File: config.mk
export PLATFORM = sky130hd
export DESIGN_NAME = serial_cmd_ctrl
export DESIGN_NICKNAME = d
export VERILOG_FILES = /design/src/rtl/serial_cmd_ctrl.sv
export SDC_FILE = /design/constraint.sdc
export NUM_CORES = 1
export LEC_CHECK = 0
export BUFFER_PORTS_ARGS = -buffer_cell sky130_fd_sc_hd__buf_2
export CAP_MARGIN = 15
export CORE_ASPECT_RATIO = 1.5
export CORE_MARGIN = 2
export CORE_UTILIZATION = 30
export CTS_CLUSTER_DIAMETER = 50
export CTS_CLUSTER_SIZE = 8
export DETAILED_ROUTE_END_ITERATION = 6
export HOLD_SLACK_MARGIN = 0.05
export REMOVE_ABC_BUFFERS = 1
export SLEW_MARGIN = 10
export SYNTH_ARGS = -nofsm -noshare
export SYNTH_HDL_FRONTEND = slang
export SYNTH_SLANG_ARGS = --single-unit
export TNS_END_PERCENT = 100
File: constraint.sdc
create_clock -name clk -period 4.3 [get_ports clk]
set_input_delay 0.43 -clock clk [delete_from_list [all_inputs] [get_ports clk]]
set_output_delay 0.43 -clock clk [all_outputs]
set_load 0.01 [all_outputs]
File: src/rtl/serial_cmd_ctrl.sv
// Byte-serial command controller: assembles 5-byte frames from the UART receiver,
// drives RAM requests and streams a 4-byte reply. Optional partial-frame timeout: CMD_TIMEOUT_EN.
module serial_cmd_ctrl #(
  parameter int unsigned TIMEOUT_CYCLES = 100000,
  parameter logic [31:0] COUNT_INIT     = 32'd260,
  parameter logic [31:0] CONST_WORD     = 32'h01010101
) (
  input  logic        clk,
  input  logic        rstn,
  input  logic        rx_strb,
  input  logic [7:0]  rx_data,
  output logic        tx_start,
  output logic [7:0]  tx_data,
  input  logic        tx_ready,
  output logic [31:0] ram_addr,
  output logic [31:0] ram_wdata,
  output logic        ram_wr_req,
  output logic        ram_rd_req,
  input  logic        ram_busy,
  input  logic        ram_rd_valid,
  input  logic [31:0] ram_rdata,
  output logic        rx_overrun
);

  localparam int unsigned FRAME_W    = 40;
  localparam int unsigned WORD_W     = 32;
  localparam int unsigned BYTE_W     = 8;
  localparam int unsigned CNT_W      = 3;
  localparam int unsigned FRAME_LAST = 4;
  localparam int unsigned REPLY_LEN  = 4;

  localparam logic [BYTE_W-1:0] CMD_ADDR     = 8'h01;
  localparam logic [BYTE_W-1:0] CMD_LOAD     = 8'h02;
  localparam logic [BYTE_W-1:0] CMD_WRITE    = 8'h03;
  localparam logic [BYTE_W-1:0] CMD_READ     = 8'h04;
  localparam logic [BYTE_W-1:0] CMD_READ_REQ = 8'h05;
  localparam logic [BYTE_W-1:0] CMD_COUNT    = 8'h06;
  localparam logic [BYTE_W-1:0] CMD_CONST    = 8'h07;

  localparam logic [WORD_W-1:0] REPLY_WRITE    = 32'h0000_0003;
  localparam logic [WORD_W-1:0] REPLY_READ_REQ = 32'h0000_0005;
  localparam logic [WORD_W-1:0] REPLY_BAD      = 32'hFFFF_FFFF;

  typedef enum logic [1:0] {
    S_RX,
    S_EXEC,
    S_TX_LOAD,
    S_TX_WAIT
  } state_t;

  state_t              state;
  logic [FRAME_W-1:0]  frame;
  logic [CNT_W-1:0]    byte_cnt;
  logic [CNT_W-1:0]    tx_cnt;
  logic [WORD_W-1:0]   reply;
  logic [WORD_W-1:0]   rd_buf;
  logic [WORD_W-1:0]   count;

  logic [BYTE_W-1:0]   cmd_c;
  logic [WORD_W-1:0]   payload_c;
  logic                exec_stall_c;

  assign cmd_c     = frame[FRAME_W-1 -: BYTE_W];
  assign payload_c = frame[WORD_W-1:0];

  // RAM-request commands hold EXEC until the controller can accept them
  assign exec_stall_c = ((cmd_c == CMD_WRITE) || (cmd_c == CMD_READ_REQ)) && ram_busy;

`ifdef CMD_TIMEOUT_EN
  localparam int unsigned TO_W = $clog2(TIMEOUT_CYCLES + 1);

  logic [TO_W-1:0] to_cnt;
  logic            to_hit_c;

  assign to_hit_c = (state == S_RX) && (byte_cnt != '0) && !rx_strb &&
                    (to_cnt == TO_W'(TIMEOUT_CYCLES - 1));

  // Idle-cycle counter for an open partial frame
  always_ff @(posedge clk or negedge rstn) begin
    if (!rstn) begin
      to_cnt <= '0;
    end else if ((state != S_RX) || (byte_cnt == '0) || rx_strb || to_hit_c) begin
      to_cnt <= '0;
    end else begin
      to_cnt <= to_cnt + TO_W'(1);
    end
  end
`else
  logic unused_timeout_cfg;
  assign unused_timeout_cfg = ^TIMEOUT_CYCLES;
`endif

  // Last read data returned by the RAM controller, captured in any state
  always_ff @(posedge clk or negedge rstn) begin
    if (!rstn) begin
      rd_buf <= '0;
    end else if (ram_rd_valid) begin
      rd_buf <= ram_rdata;
    end
  end

  // Frame assembly, command execution and reply streaming
  always_ff @(posedge clk or negedge rstn) begin
    if (!rstn) begin
      state      <= S_RX;
      frame      <= '0;
      byte_cnt   <= '0;
      tx_cnt     <= '0;
      reply      <= '0;
      count      <= COUNT_INIT;
      tx_start   <= 1'b0;
      tx_data    <= '0;
      ram_addr   <= '0;
      ram_wdata  <= '0;
      ram_wr_req <= 1'b0;
      ram_rd_req <= 1'b0;
      rx_overrun <= 1'b0;
    end else begin
      tx_start   <= 1'b0;
      ram_wr_req <= 1'b0;
      ram_rd_req <= 1'b0;

      if (rx_strb && (state != S_RX)) begin
        rx_overrun <= 1'b1;
      end

      case (state)
        S_RX: begin
          if (rx_strb) begin
            frame <= {frame[FRAME_W-BYTE_W-1:0], rx_data};
            if (byte_cnt == CNT_W'(FRAME_LAST)) begin
              byte_cnt <= '0;
              state    <= S_EXEC;
            end else begin
              byte_cnt <= byte_cnt + CNT_W'(1);
            end
          end
`ifdef CMD_TIMEOUT_EN
          else if (to_hit_c) begin
            byte_cnt <= '0;
          end
`endif
        end

        S_EXEC: begin
          case (cmd_c)
            CMD_ADDR: begin
              ram_addr <= payload_c;
              reply    <= payload_c;
            end
            CMD_LOAD: begin
              ram_wdata <= payload_c;
              reply     <= payload_c;
            end
            CMD_WRITE: begin
              ram_wr_req <= !ram_busy;
              reply      <= REPLY_WRITE;
            end
            CMD_READ: begin
              reply <= rd_buf;
            end
            CMD_READ_REQ: begin
              ram_rd_req <= !ram_busy;
              reply      <= REPLY_READ_REQ;
            end
            CMD_COUNT: begin
              reply <= count;
              count <= count + WORD_W'(1);
            end
            CMD_CONST: begin
              reply <= CONST_WORD;
            end
            default: begin
              reply <= REPLY_BAD;
            end
          endcase
          if (!exec_stall_c) begin
            tx_cnt <= CNT_W'(REPLY_LEN);
            state  <= S_TX_LOAD;
          end
        end

        S_TX_LOAD: begin
          if (tx_ready) begin
            tx_start <= 1'b1;
            tx_data  <= reply[WORD_W-1 -: BYTE_W];
            state    <= S_TX_WAIT;
          end
        end

        S_TX_WAIT: begin
          // Transmitter has taken the byte once it reports busy
          if (!tx_ready) begin
            reply  <= {reply[WORD_W-BYTE_W-1:0], BYTE_W'(0)};
            tx_cnt <= tx_cnt - CNT_W'(1);
            if (tx_cnt == CNT_W'(1)) begin
              state <= S_RX;
            end else begin
              state <= S_TX_LOAD;
            end
          end
        end

        default: begin
          state <= S_RX;
        end
      endcase
    end
  end

endmodule

# == Word-level counts from Yosys, hierarchy flattened ==
# Cells that the tools add are included.
# classes
mux,20
n_reduce_logical,16
n_addsub,3
n_eq_ne,17
# ops
op,count
32-bit one-hot mux with 6 select lines,1
32-bit one-hot mux with 2 select lines,1
32-bit by 1-bit adder with 32-bit output (second input constant),1
8-bit by 3-bit equality test with 1-bit output (second input constant),4
32-bit two-way mux,1
8-bit by 2-bit equality test with 1-bit output (second input constant),2
2-bit two-way mux,6
2-bit AND reduction,6
2-bit inequality test (second input constant),5
3-bit two-way mux,3
8-bit by 1-bit equality test with 1-bit output (second input constant),1
2-bit one-hot mux with 4 select lines,1
1-bit two-way mux,6
3-bit one-hot mux with 2 select lines,1
5-bit AND reduction,1
2-bit equality test (second input constant),2
2-bit nonzero test,2
3-bit by 1-bit adder with 3-bit output (second input constant),1
3-bit by 1-bit equality test with 1-bit output (second input constant),1
3-bit equality test (second input constant),1
3-bit AND reduction,1
3-bit by 1-bit subtractor with 3-bit output (second input constant),1
2-bit by 1-bit equality test with 1-bit output (second input constant),1
1-bit logical AND,2
other kinds (4),4
# word_totals
in_bits,46
out_inout_bits,76
register_bits,220
word_cells,70

# == Logic depth before layout (Yosys ltp) ==
# logic_depth
depth_word,5
depth_mapped,8
mapped_depth_nobuf,6

# == Worst setup path after synthesis ==
# Ideal clock, no wire load.
# synth_path
path_kind,flip-flop to flip-flop
startpoint,reg frame[32]
endpoint,reg count[30]
path_slack_ns,2.318
t_arrival_ns,1.859
required_ns,4.177
stages_incl_launch_ff,6
setup_time_ns,0.123
cell_sequence,dfrtp_1 > and4b_1 > nand4_2 > nor4_4 > or3b_1 > xnor2_1
# synth_between
elab_chain_len,2
# synth_rtl
item,line_no,rtl
from (decl),52,logic [FRAME_W-1:0] frame;
from (signal assigned),130,"frame <= {frame[FRAME_W-BYTE_W-1:0], rx_data};"
8-bit by 3-bit equality test with 1-bit output,146,case (cmd_c)
2-bit AND reduction (no line),n/a,
to (signal assigned),168,count <= count + WORD_W'(1);
to (decl),57,logic [WORD_W-1:0] count;
# No other way between the ends.
# A chain may end at the register's enable or synchronous reset.

# == Worst setup path in the final report ==
# layout_path
startpoint,reg frame[33]
endpoint,reg count[25]
# The elaborated chain is that of the path after synthesis.

==> impl_results.md <==
- Status: finished clean
- Worst Setup Path Type: reg -> reg
- Die X: 151 µm
- Residual DRC: 0
- Setup crit start kind: flip-flop
- Post-synthesis sequential area ratio: 0.565
- Total Routed Length: 25800 µm
- Vias in the first global route: 7168
- WHS: 0.0890 ns
- Final Cycle Share: 0.603
- Worst hold path startpoint: rx_data[3]
- Min cycle time layout: 2.59 ns
- Layout cells sized above 1: 0.324
- Placed Instance Area: 0.0108 mm²
- Setup violators final: 0
- Mean Syn Cell Area: 11.9 µm²
- Setup TNS Final: 0 ns
- Final Power: 7.35 mW
- GPL Wtd Cong: 0.827
- Vias: 6797
- CTS resizes: 0
- CTS tree: built
- Post-DP HPWL: 17400 µm
- Layout fillers: 3101
- Worst-Skew Late Latency: 0.55 ns
- Final Hold Fails: 0
- Largest net degree at the start of global routing: 117
- Die height: 225 µm
- RSZ-0062 raised after global routing: false
- Final instance count without filler cells: 1360
- Slew HR: 0.386
- Die footprint: 0.0340 mm²
- Number of synthesized flops with an enable pin: 0
- Cells after Synth: 817
- Origin of the critical flop-to-flop path: frame[33]$_DFFE_PN0P_
- Fmax: 0.386 GHz
- Grt ovf: 0
- Synth Flop Type: dfrtp_1
- Clk root buf: clkbuf_16
- Crit path max fanout: 12
- Pre-Repair DR Iteration Count: 5
- Critical path arrival: 3.01 ns
- ANT nets after route: 0
- Initial Util: 0.305
- CP required: 4.72 ns
- Beginning of the critical path: frame[33]$_DFFE_PN0P_
- Post-CTS Setup Bufs: 0
- Vias/cell: 5.00
- Count of pins over their slew limit: 0
- Dpl cells: 1313
- Worst Setup End Kind: flip-flop
- Async SR Flop Fraction: 1.00
- NumNets Final: 988
- Hold/Removal Path Class: in -> reg
- TritonCTS buffer count: 31
- I/O pin count: 122
- Leakage: 5.44 nW
- Fin Clk Skew: 0.0192 ns
- Core region area: 0.0319 mm²
- PwrDens: 630 mW/mm²
- Synth cell types: 51
- DP Worst Slack: 1.70 ns
- Post-synthesis cell area: 0.00974 mm²
- CTS max path bufs: 3
- Clk pin slew, worst setup/hold paths: 0.05 ns
- Flops & latches, synth: 220
- Layout area overhead: 19.8%
- Worst-Margin Slew: 0.921 ns
- Max Cap Viol: 0
- First-pass GRT wire length: 40700 µm
- Cell row count: 80
- Total GRT Usage: 0.154
- Peak VDD IR: 0.316 mV
- Antenna violations before repair: 2
- Yosys warns: 0
- Iteration-0 DRC count of the detailed router: 395
- # clock sinks: 220
- Post-Route Utilization: 0.365
- H-tree levels: 1
- Design area: 0.0117 mm²
- PortBufs: 121
- Routed WL per cell: 19.0 µm
- Final worst setup slack: 1.71 ns
path summary, 6_finish.rpt:
| kind | depth (start not counted) | slack (ns) | end |
|---|---|---|---|
| max | 6 | 1.71 | count[25]$_DFFE_PN0P_ |
| min | 3 | 0.09 | frame[3]$_DFFE_PN0P_ |
| max reg2reg | 6 | 1.71 | count[25]$_DFFE_PN0P_ |
| min reg2reg | 2 | 0.47 | tx_data[1]$_DFFE_PN0P_ |
| max in group asynchronous | 3 | 2.80 | ram_addr[21]$_DFFE_PN0P_ |
| min in group asynchronous | 2 | 0.56 | reply[16]$_DFFE_PN0P_ |
cell usage after synthesis, types with 7 or more instances:
master / count / area (µm²)
a211o_1: 20 / 175
inv_1: 12 / 45.0
a21oi_1: 51 / 255
nand3b_1: 26 / 195
xnor2_1: 27 / 236
dfrtp_1: 218 / 5460
clkbuf_1: 32 / 120
mux2_2: 125 / 1410
buf_1: 7 / 26.3
a22oi_1: 7 / 52.6
nor2_1: 43 / 161
mux2i_1: 21 / 210
o21ai_0: 49 / 245
a211oi_1: 7 / 52.6
nand2_1: 59 / 221
nand2b_1: 7 / 43.8
nand4_1: 12 / 75.1
nand3_1: 18 / 90.1
buf_2: 9 / 45.0
cells by family after synthesis:
logic type	after synthesis	synth area share
DFF	220	0.565
and+or+nand+nor	194	0.106
muxes	150	0.171
AOI/OAI and AO/OA	148	0.0908
buffers and inverters	63	0.0262
xor gates and xnor gates	31	0.0279
adders and majority gates	11	0.0126
placed cells by master (no fill, tap or decap), drive strengths merged, types with 18 or more instances in the layout:
cell	n
a211o	20
a21oi	51
buf	136
clkbuf	43
dfrtp	218
mux2	129
mux2i	21
nand2	59
nand3	18
nand3b	26
nor2	43
o21ai	49
xnor2	27
registers in the layout, summed over array words and instances, names as in the netlist:
name        count
byte_cnt        3
rd_buf         32
reply          32
state           2
frame          40
tx_start        1
rx_overrun      1
tx_data         8
ram_rd_req      1
ram_wdata      32
ram_wr_req      1
count          32
ram_addr       32
tx_cnt          3
per-layer routing:
metal,up-vias,GRT usage,wire length (µm)
met5,-,0,0
met4,0,0.0576,708
met3,44,0.0205,992
met2,154,0.284,14000
met1,3444,0.179,10200
li1,3155,-,-
layout make-up:
| class | instances | area (µm²) | share of cell area |
|---|---|---|---|
| Sequential cell | 220 | 5510 | 0.472 |
| Multi-Input combinational cell | 534 | 4000 | 0.343 |
| Clock buffer | 43 | 821 | 0.0703 |
| Timing Repair Buffer | 137 | 763 | 0.0654 |
| Tap cell | 410 | 513 | 0.0440 |
| Inverter | 13 | 48.8 | 0.00418 |
| Clock inverter | 1 | 8.76 | 0.000751 |
| Antenna cell | 2 | 5.00 | 0.000429 |
where the power goes:
part           switching (mW)  internal [mW]  total [mW]
clock                   0.845           1.29        2.14
combinational            1.05          0.921        1.97
sequential              0.618           2.63        3.24
repair_timing:
item                       in CTS  in global routing
hold buffers                    1                  0
hold endpoints to repair      112                  0
setup endpoints to repair       0                  0
critical path, stage by stage (launching register included):
cell	delay [ns]
dfrtp_1	0.56
buf_4	0.27
and4b_1	0.27
nand4_2	0.18
nor4b_2	0.82
nand4_1	0.21
xnor2_1	0.17
Power figures use the tool's default switching activity.
